**config.mk**
```make
export PLATFORM = sky130hd
export DESIGN_NAME = msg_schedule_flat
export DESIGN_NICKNAME = d
export VERILOG_FILES = /design/src/rtl/sha2_pkg.sv /design/src/rtl/msg_schedule_if.sv /design/src/rtl/small_sigma.sv /design/src/rtl/msg_schedule.sv /design/src/flat_wrapper.sv
export SDC_FILE = /design/constraint.sdc
export NUM_CORES = 2
export LEC_CHECK = 0
export CORE_AREA = 2 2 324 262
export DETAILED_ROUTE_END_ITERATION = 16
export DIE_AREA = 0 0 326 264
export PLACE_DENSITY = 0.57
export SLEW_MARGIN = 10
export SYNTH_ARGS = -nofsm -noshare
export SYNTH_HDL_FRONTEND = slang
export SYNTH_HIERARCHICAL = 1
export SYNTH_SLANG_ARGS = --single-unit
```
**constraint.sdc**
```tcl
create_clock -name clk -period 24.6 [get_ports clk]
set_input_delay 4.92 -clock clk [delete_from_list [all_inputs] [get_ports clk]]
set_output_delay 4.92 -clock clk [all_outputs]
set_load 0.05 [all_outputs]
```
**src/rtl/sha2_pkg.sv**
```systemverilog
// Shared SHA-2 message-schedule definitions: sigma constants,
// round counts per word width and the expander FSM states.
package sha2_pkg;

    localparam int IDX_W = 7;
    localparam int WIN   = 16;

    localparam int S256_S0_R1 = 7;
    localparam int S256_S0_R2 = 18;
    localparam int S256_S0_S  = 3;
    localparam int S256_S1_R1 = 17;
    localparam int S256_S1_R2 = 19;
    localparam int S256_S1_S  = 10;

    localparam int S512_S0_R1 = 1;
    localparam int S512_S0_R2 = 8;
    localparam int S512_S0_S  = 7;
    localparam int S512_S1_R1 = 19;
    localparam int S512_S1_R2 = 61;
    localparam int S512_S1_S  = 6;

    localparam int ROUNDS_256 = 64;
    localparam int ROUNDS_512 = 80;

    typedef enum logic {
        LOAD   = 1'b0,
        EXPAND = 1'b1
    } state_e;

    function automatic int rounds_of(input int w);
        return (w == 64) ? ROUNDS_512 : ROUNDS_256;
    endfunction

endpackage

```
**src/rtl/msg_schedule_if.sv**
```systemverilog
// Block input stream and schedule output stream of the expander.
interface msg_schedule_if
    import sha2_pkg::*;
#(
    parameter int DATA_WIDTH = 32
);

    logic                  in_valid;
    logic                  in_ready;
    logic [DATA_WIDTH-1:0] in_data;
    logic                  w_valid;
    logic                  w_ready;
    logic [DATA_WIDTH-1:0] w_data;
    logic [IDX_W-1:0]      w_index;
    logic                  w_last;
    logic                  busy;

    modport slave (
        input  in_valid,
        input  in_data,
        input  w_ready,
        output in_ready,
        output w_valid,
        output w_data,
        output w_index,
        output w_last,
        output busy
    );

    modport master (
        output in_valid,
        output in_data,
        output w_ready,
        input  in_ready,
        input  w_valid,
        input  w_data,
        input  w_index,
        input  w_last,
        input  busy
    );

endinterface

```
**src/rtl/small_sigma.sv**
```systemverilog
// SHA-2 small sigma: ROTR_R1(x) ^ ROTR_R2(x) ^ SHR_S(x).
module small_sigma #(
    parameter int DATA_WIDTH = 32,
    parameter int R1         = 7,
    parameter int R2         = 18,
    parameter int S          = 3
) (
    input  logic [DATA_WIDTH-1:0] x,
    output logic [DATA_WIDTH-1:0] y
);

    logic [DATA_WIDTH-1:0] rot1;
    logic [DATA_WIDTH-1:0] rot2;
    logic [DATA_WIDTH-1:0] shr;

    assign rot1 = (x >> R1) | (x << (DATA_WIDTH - R1));
    assign rot2 = (x >> R2) | (x << (DATA_WIDTH - R2));
    assign shr  = x >> S;
    assign y    = rot1 ^ rot2 ^ shr;

endmodule

```
**src/rtl/msg_schedule.sv**
```systemverilog
// SHA-2 message-schedule expander: loads 16 words, then streams
// W_0..W_{ROUNDS-1} from a 16-word sliding window.
module msg_schedule
    import sha2_pkg::*;
#(
    parameter int DATA_WIDTH = 32
) (
    input  logic             clk,
    input  logic             rst,
    msg_schedule_if.slave    bus
);

    localparam int ROUNDS = rounds_of(DATA_WIDTH);
    localparam logic [IDX_W-1:0] LAST_T = IDX_W'(ROUNDS - 1);

    localparam bit WIDE  = (DATA_WIDTH == 64);
    localparam int S0_R1 = WIDE ? S512_S0_R1 : S256_S0_R1;
    localparam int S0_R2 = WIDE ? S512_S0_R2 : S256_S0_R2;
    localparam int S0_S  = WIDE ? S512_S0_S  : S256_S0_S;
    localparam int S1_R1 = WIDE ? S512_S1_R1 : S256_S1_R1;
    localparam int S1_R2 = WIDE ? S512_S1_R2 : S256_S1_R2;
    localparam int S1_S  = WIDE ? S512_S1_S  : S256_S1_S;

    if (DATA_WIDTH != 32 && DATA_WIDTH != 64) begin : g_bad_width
        $error("msg_schedule: DATA_WIDTH must be 32 or 64");
    end

    state_e                state_q, state_d;
    logic [3:0]            lcnt_q, lcnt_d;
    logic [IDX_W-1:0]      t_q, t_d;
    logic [DATA_WIDTH-1:0] win_q [WIN];
    logic [DATA_WIDTH-1:0] win_d [WIN];

    logic [DATA_WIDTH-1:0] sig0;
    logic [DATA_WIDTH-1:0] sig1;
    logic [DATA_WIDTH-1:0] w_new;
    logic                  in_fire;
    logic                  w_fire;

    small_sigma #(
        .DATA_WIDTH (DATA_WIDTH),
        .R1         (S0_R1),
        .R2         (S0_R2),
        .S          (S0_S)
    ) u_sigma0 (
        .x (win_q[1]),
        .y (sig0)
    );

    small_sigma #(
        .DATA_WIDTH (DATA_WIDTH),
        .R1         (S1_R1),
        .R2         (S1_R2),
        .S          (S1_S)
    ) u_sigma1 (
        .x (win_q[14]),
        .y (sig1)
    );

    // Carry out of the top bit is dropped: modulo 2^DATA_WIDTH.
    assign w_new   = sig1 + win_q[9] + sig0 + win_q[0];
    assign in_fire = bus.in_valid && (state_q == LOAD);
    assign w_fire  = bus.w_ready && (state_q == EXPAND);

    always_comb begin
        state_d = state_q;
        lcnt_d  = lcnt_q;
        t_d     = t_q;
        win_d   = win_q;
        if (in_fire) begin
            for (int i = 0; i < WIN - 1; i++) begin
                win_d[i] = win_q[i+1];
            end
            win_d[WIN-1] = bus.in_data;
            if (lcnt_q == 4'd15) begin
                lcnt_d  = 4'd0;
                t_d     = '0;
                state_d = EXPAND;
            end else begin
                lcnt_d = lcnt_q + 4'd1;
            end
        end
        if (w_fire) begin
            for (int i = 0; i < WIN - 1; i++) begin
                win_d[i] = win_q[i+1];
            end
            win_d[WIN-1] = w_new;
            if (t_q == LAST_T) begin
                t_d     = '0;
                state_d = LOAD;
            end else begin
                t_d = t_q + 1'b1;
            end
        end
    end

    always_ff @(posedge clk or posedge rst) begin
        if (rst) begin
            state_q <= LOAD;
            lcnt_q  <= 4'd0;
            t_q     <= '0;
            for (int i = 0; i < WIN; i++) begin
                win_q[i] <= '0;
            end
        end else begin
            state_q <= state_d;
            lcnt_q  <= lcnt_d;
            t_q     <= t_d;
            for (int i = 0; i < WIN; i++) begin
                win_q[i] <= win_d[i];
            end
        end
    end

    // All outputs decode from flops only; no input reaches them.
    assign bus.in_ready = (state_q == LOAD);
    assign bus.w_valid  = (state_q == EXPAND);
    assign bus.busy     = (state_q == EXPAND);
    assign bus.w_data   = (state_q == EXPAND) ? win_q[0] : '0;
    assign bus.w_index  = t_q;
    assign bus.w_last   = (state_q == EXPAND) && (t_q == LAST_T);

endmodule

```
**src/flat_wrapper.sv**
```systemverilog
// flat-port wrapper written by rule: the top's interface ports become plain ports
module msg_schedule_flat import sha2_pkg::*;
#(
    parameter int DATA_WIDTH = 32
)
  (clk, rst, bus_in_valid, bus_in_data, bus_w_ready, bus_in_ready, bus_w_valid, bus_w_data, bus_w_index, bus_w_last, bus_busy);
  msg_schedule_if #(.DATA_WIDTH(DATA_WIDTH)) bus_i ();
  input  logic clk;
  input  logic rst;
  input wire logic [$bits(bus_i.in_valid)-1:0] bus_in_valid;
  input wire logic [$bits(bus_i.in_data)-1:0] bus_in_data;
  input wire logic [$bits(bus_i.w_ready)-1:0] bus_w_ready;
  output wire logic [$bits(bus_i.in_ready)-1:0] bus_in_ready;
  output wire logic [$bits(bus_i.w_valid)-1:0] bus_w_valid;
  output wire logic [$bits(bus_i.w_data)-1:0] bus_w_data;
  output wire logic [$bits(bus_i.w_index)-1:0] bus_w_index;
  output wire logic [$bits(bus_i.w_last)-1:0] bus_w_last;
  output wire logic [$bits(bus_i.busy)-1:0] bus_busy;
  assign bus_i.in_valid = bus_in_valid;
  assign bus_i.in_data = bus_in_data;
  assign bus_i.w_ready = bus_w_ready;
  assign bus_in_ready = bus_i.in_ready;
  assign bus_w_valid = bus_i.w_valid;
  assign bus_w_data = bus_i.w_data;
  assign bus_w_index = bus_i.w_index;
  assign bus_w_last = bus_i.w_last;
  assign bus_busy = bus_i.busy;
  msg_schedule #(.DATA_WIDTH(DATA_WIDTH)) u_core (.clk(clk), .rst(rst), .bus(bus_i));
endmodule
```
==> impl_metrics.ini <==
[floorplan]
rows = 95
die_h_um = 264
num_io_pins = 79
dieArea_sq_um = 86100
initial_core_util_pct = 29.7
die_w_um = 326
core_area_sq_um = 83100

[worst_setup_path]
r2r_cells = 16
crit_path_end_kind = flop
critPathTopFamily = buffers and inverters
cp_slowest_cell = buf_4
worstPathCellList = clkdlybuf4s50_1, nor2b_4, buf_4, nor2_4, buf_4, buf_4, mux2_2
crit_top_cell = buf_4
path_depth = 7
required_ns = 25.08
critPathKind = input pin to flop
startpoint_type = input pin
critPathMaxFanout = 85
slowest_delay_ns = 0.90
critPathArrivalTime_ns = 9.04
crit_buf_inv = 4

[logic_synthesis]
yosysTopAreaCell = dfrtp_1
post-synth-top-count-cell = dfrtp_1
synth_warnings = 6
avgSynthCellArea_sq_um = 13.6
syn_area_sq_um = 24700
synthCells = 1818
ys_types = 62
synth_top_area_share_pct = 53.1
synthTopCellsByArea = dfrtp_1, mux2_2, fa_1
synthTopCellsByCount = dfrtp_1, mux2_2, inv_1, o21ai_0, nand2_1
synthesis.nets = 1949
ys_async_sr_fraction_pct = 100
ys_seq_area_share_pct = 53.1
synth_edf_count = 0
yosys_most_used_dff = dfrtp_1
ys_ff_latch = 524

[cts]
cts_inserted_buffers = 52
htree_num_levels = 2
cts-root-buf = clkbuf_16
postCtsSetupBuffers = 0
cts.sinks = 524
cts_resized = 0
clk_latency_ns = 0.61
cts_tree = built
cts_buffer_depth = 3
holdBufCountCts = 0
clk_pin_slew_ns = 0.06

[detailed_routing]
drtPass1Iterations = 5
wl_per_cell_um = 18.7
postRouteAntennaNets = 0
wl_mm = 56.6
num_vias = 13900
vias_per_cell = 4.58
drc = 0
drt_iter0_drc = 1013

[global_route]
track_usage_pct = 13.2
grt_first_pass_wirelength_mm = 87.9
grt_pass1_vias = 14300
overflow = 0
grt_max_degree = 178
grt_antenna_before_repair = 1

[run_status]
status = finished clean

[job]
maxCapViolCount = 0

[timing]
tightest_slew_ns = 1.14
finalMaxSlewViolations = 0
hold_viol = 0
finalCritPeriodShare_pct = 34.8
fin_crit_ns = 8.56
fin_skew_ns = 0.0221
final.setup.worst_slack_ns = 16.04
fmax_mhz = 117
setup_viol = 0
rsz0062_at_grt = no
setup-tns-final_ns = 0
slew_headroom_pct = 24.2

[placement]
portBuffers = 78
dp_hpwl_mm = 40.6
gp_congestion = 0.863
dp_slack_ns = 15.45
placed_area_sq_um = 26600

[finish]
fin_area_sq_um = 28400
drive_gt1_share_pct = 29.2
nNetsFinal = 2011
area_delta_synth_final_pct = 14.9
fillerInstances = 8012
finish.utilization_pct = 34.2

[hold_path]
min_path_cells = 2
hold_class = flop to flop
[layout by cell type (no fill, tap or decap), types with 11 or more instances in the layout]
cell type	synthesis	final
xnor2_1	19	19
nor2_1	50	49
inv_1	186	185
nand3_1	14	14
xor3_1	48	48
a22oi_1	12	12
a21o_1	13	13
buf_4	5	11
a211oi_1	12	12
o21ai_0	72	72
mux2_2	457	457
fa_1	62	62
xor2_1	24	24
ha_1	33	33
dfrtp_1	524	524
a21oi_1	34	34
clkdlybuf4s50_1	0	78
clkbuf_1	24	14
clkbuf_16	0	53
nand2_1	70	70
clkbuf_8	0	13
[kinds of logic (layout without fill, tap and decap cells)]
| family | after synthesis | after routing | synth area share [%] |
|---|---|---|---|
| XOR/XNOR | 94 | 94 | 6.48 |
| other | 0 | 1 | 0 |
| flip-flops | 524 | 524 | 53.1 |
| AND/OR/NAND/NOR | 183 | 183 | 3.39 |
| AO/OA/AOI/OAI | 187 | 187 | 4.72 |
| adder cells (fa/ha/maj) | 95 | 95 | 6.70 |
| multiplexers | 466 | 466 | 21.2 |
| buffers and inverters | 269 | 367 | 4.41 |
[worst min-delay path, delay by kind of cell, from the launching register on]
kind	cells	cell delay, ns
flops	1	0.34
compound gates	1	0.06
simple gates	1	0.05
[metrics by stage]
step	hold slack, ns	instances
after floorplan	0.446	1818
after global placement	0.459	2941
after detailed placement	0.466	2941
after CTS	0.480	3031
after global routing	0.494	3031
final	0.474	3032
[final timing paths]
check	start	slack, ns	to
max	bus_in_valid	16.04	u_core/win_q[442]$_DFFE_PP0P_
min	u_core/win_q[247]$_DFFE_PP0P_	0.47	u_core/win_q[247]$_DFFE_PP0P_
max reg2reg	u_core/win_q[456]$_DFFE_PP0P_	19.80	u_core/win_q[25]$_DFFE_PP0P_
min reg2reg	u_core/win_q[247]$_DFFE_PP0P_	0.47	u_core/win_q[247]$_DFFE_PP0P_
max in group asynchronous	rst	17.26	u_core/win_q[455]$_DFFE_PP0P_
min in group asynchronous	rst	4.93	u_core/win_q[283]$_DFFE_PP0P_
[registers in the layout, indices dropped and copies added, names as in the netlist]
name / flops
u_core/win_q: 512
u_core/bus.w_index: 7
u_core/lcnt_q: 4
u_core/bus.busy: 1
[area by class of cell]
class | instances | area, sq um | area share (%)
inverter | 186 | 706 | 2.49
multi-input combinational | 1025 | 10500 | 37.0
antenna | 1 | 2.50 | 0.00882
sequential | 524 | 13100 | 46.2
clock buffer | 80 | 1560 | 5.49
clock inverter | 10 | 193 | 0.679
tap | 1115 | 1400 | 4.92
timing repair buffer | 91 | 903 | 3.18
[per-layer routing]
| metal | GRT usage [%] | vias up | routed length, um |
|---|---|---|---|
| met4 | 3.18 | 0 | 1120 |
| met5 | 0 | - | 0 |
| li1 | - | 6336 | - |
| met3 | 2.68 | 75 | 3120 |
| met1 | 20.3 | 7169 | 28600 |
| met2 | 18.9 | 303 | 23800 |
Power is not shown: default switching activity piles up to over one toggle a cycle in this logic, so the estimate is an artifact.
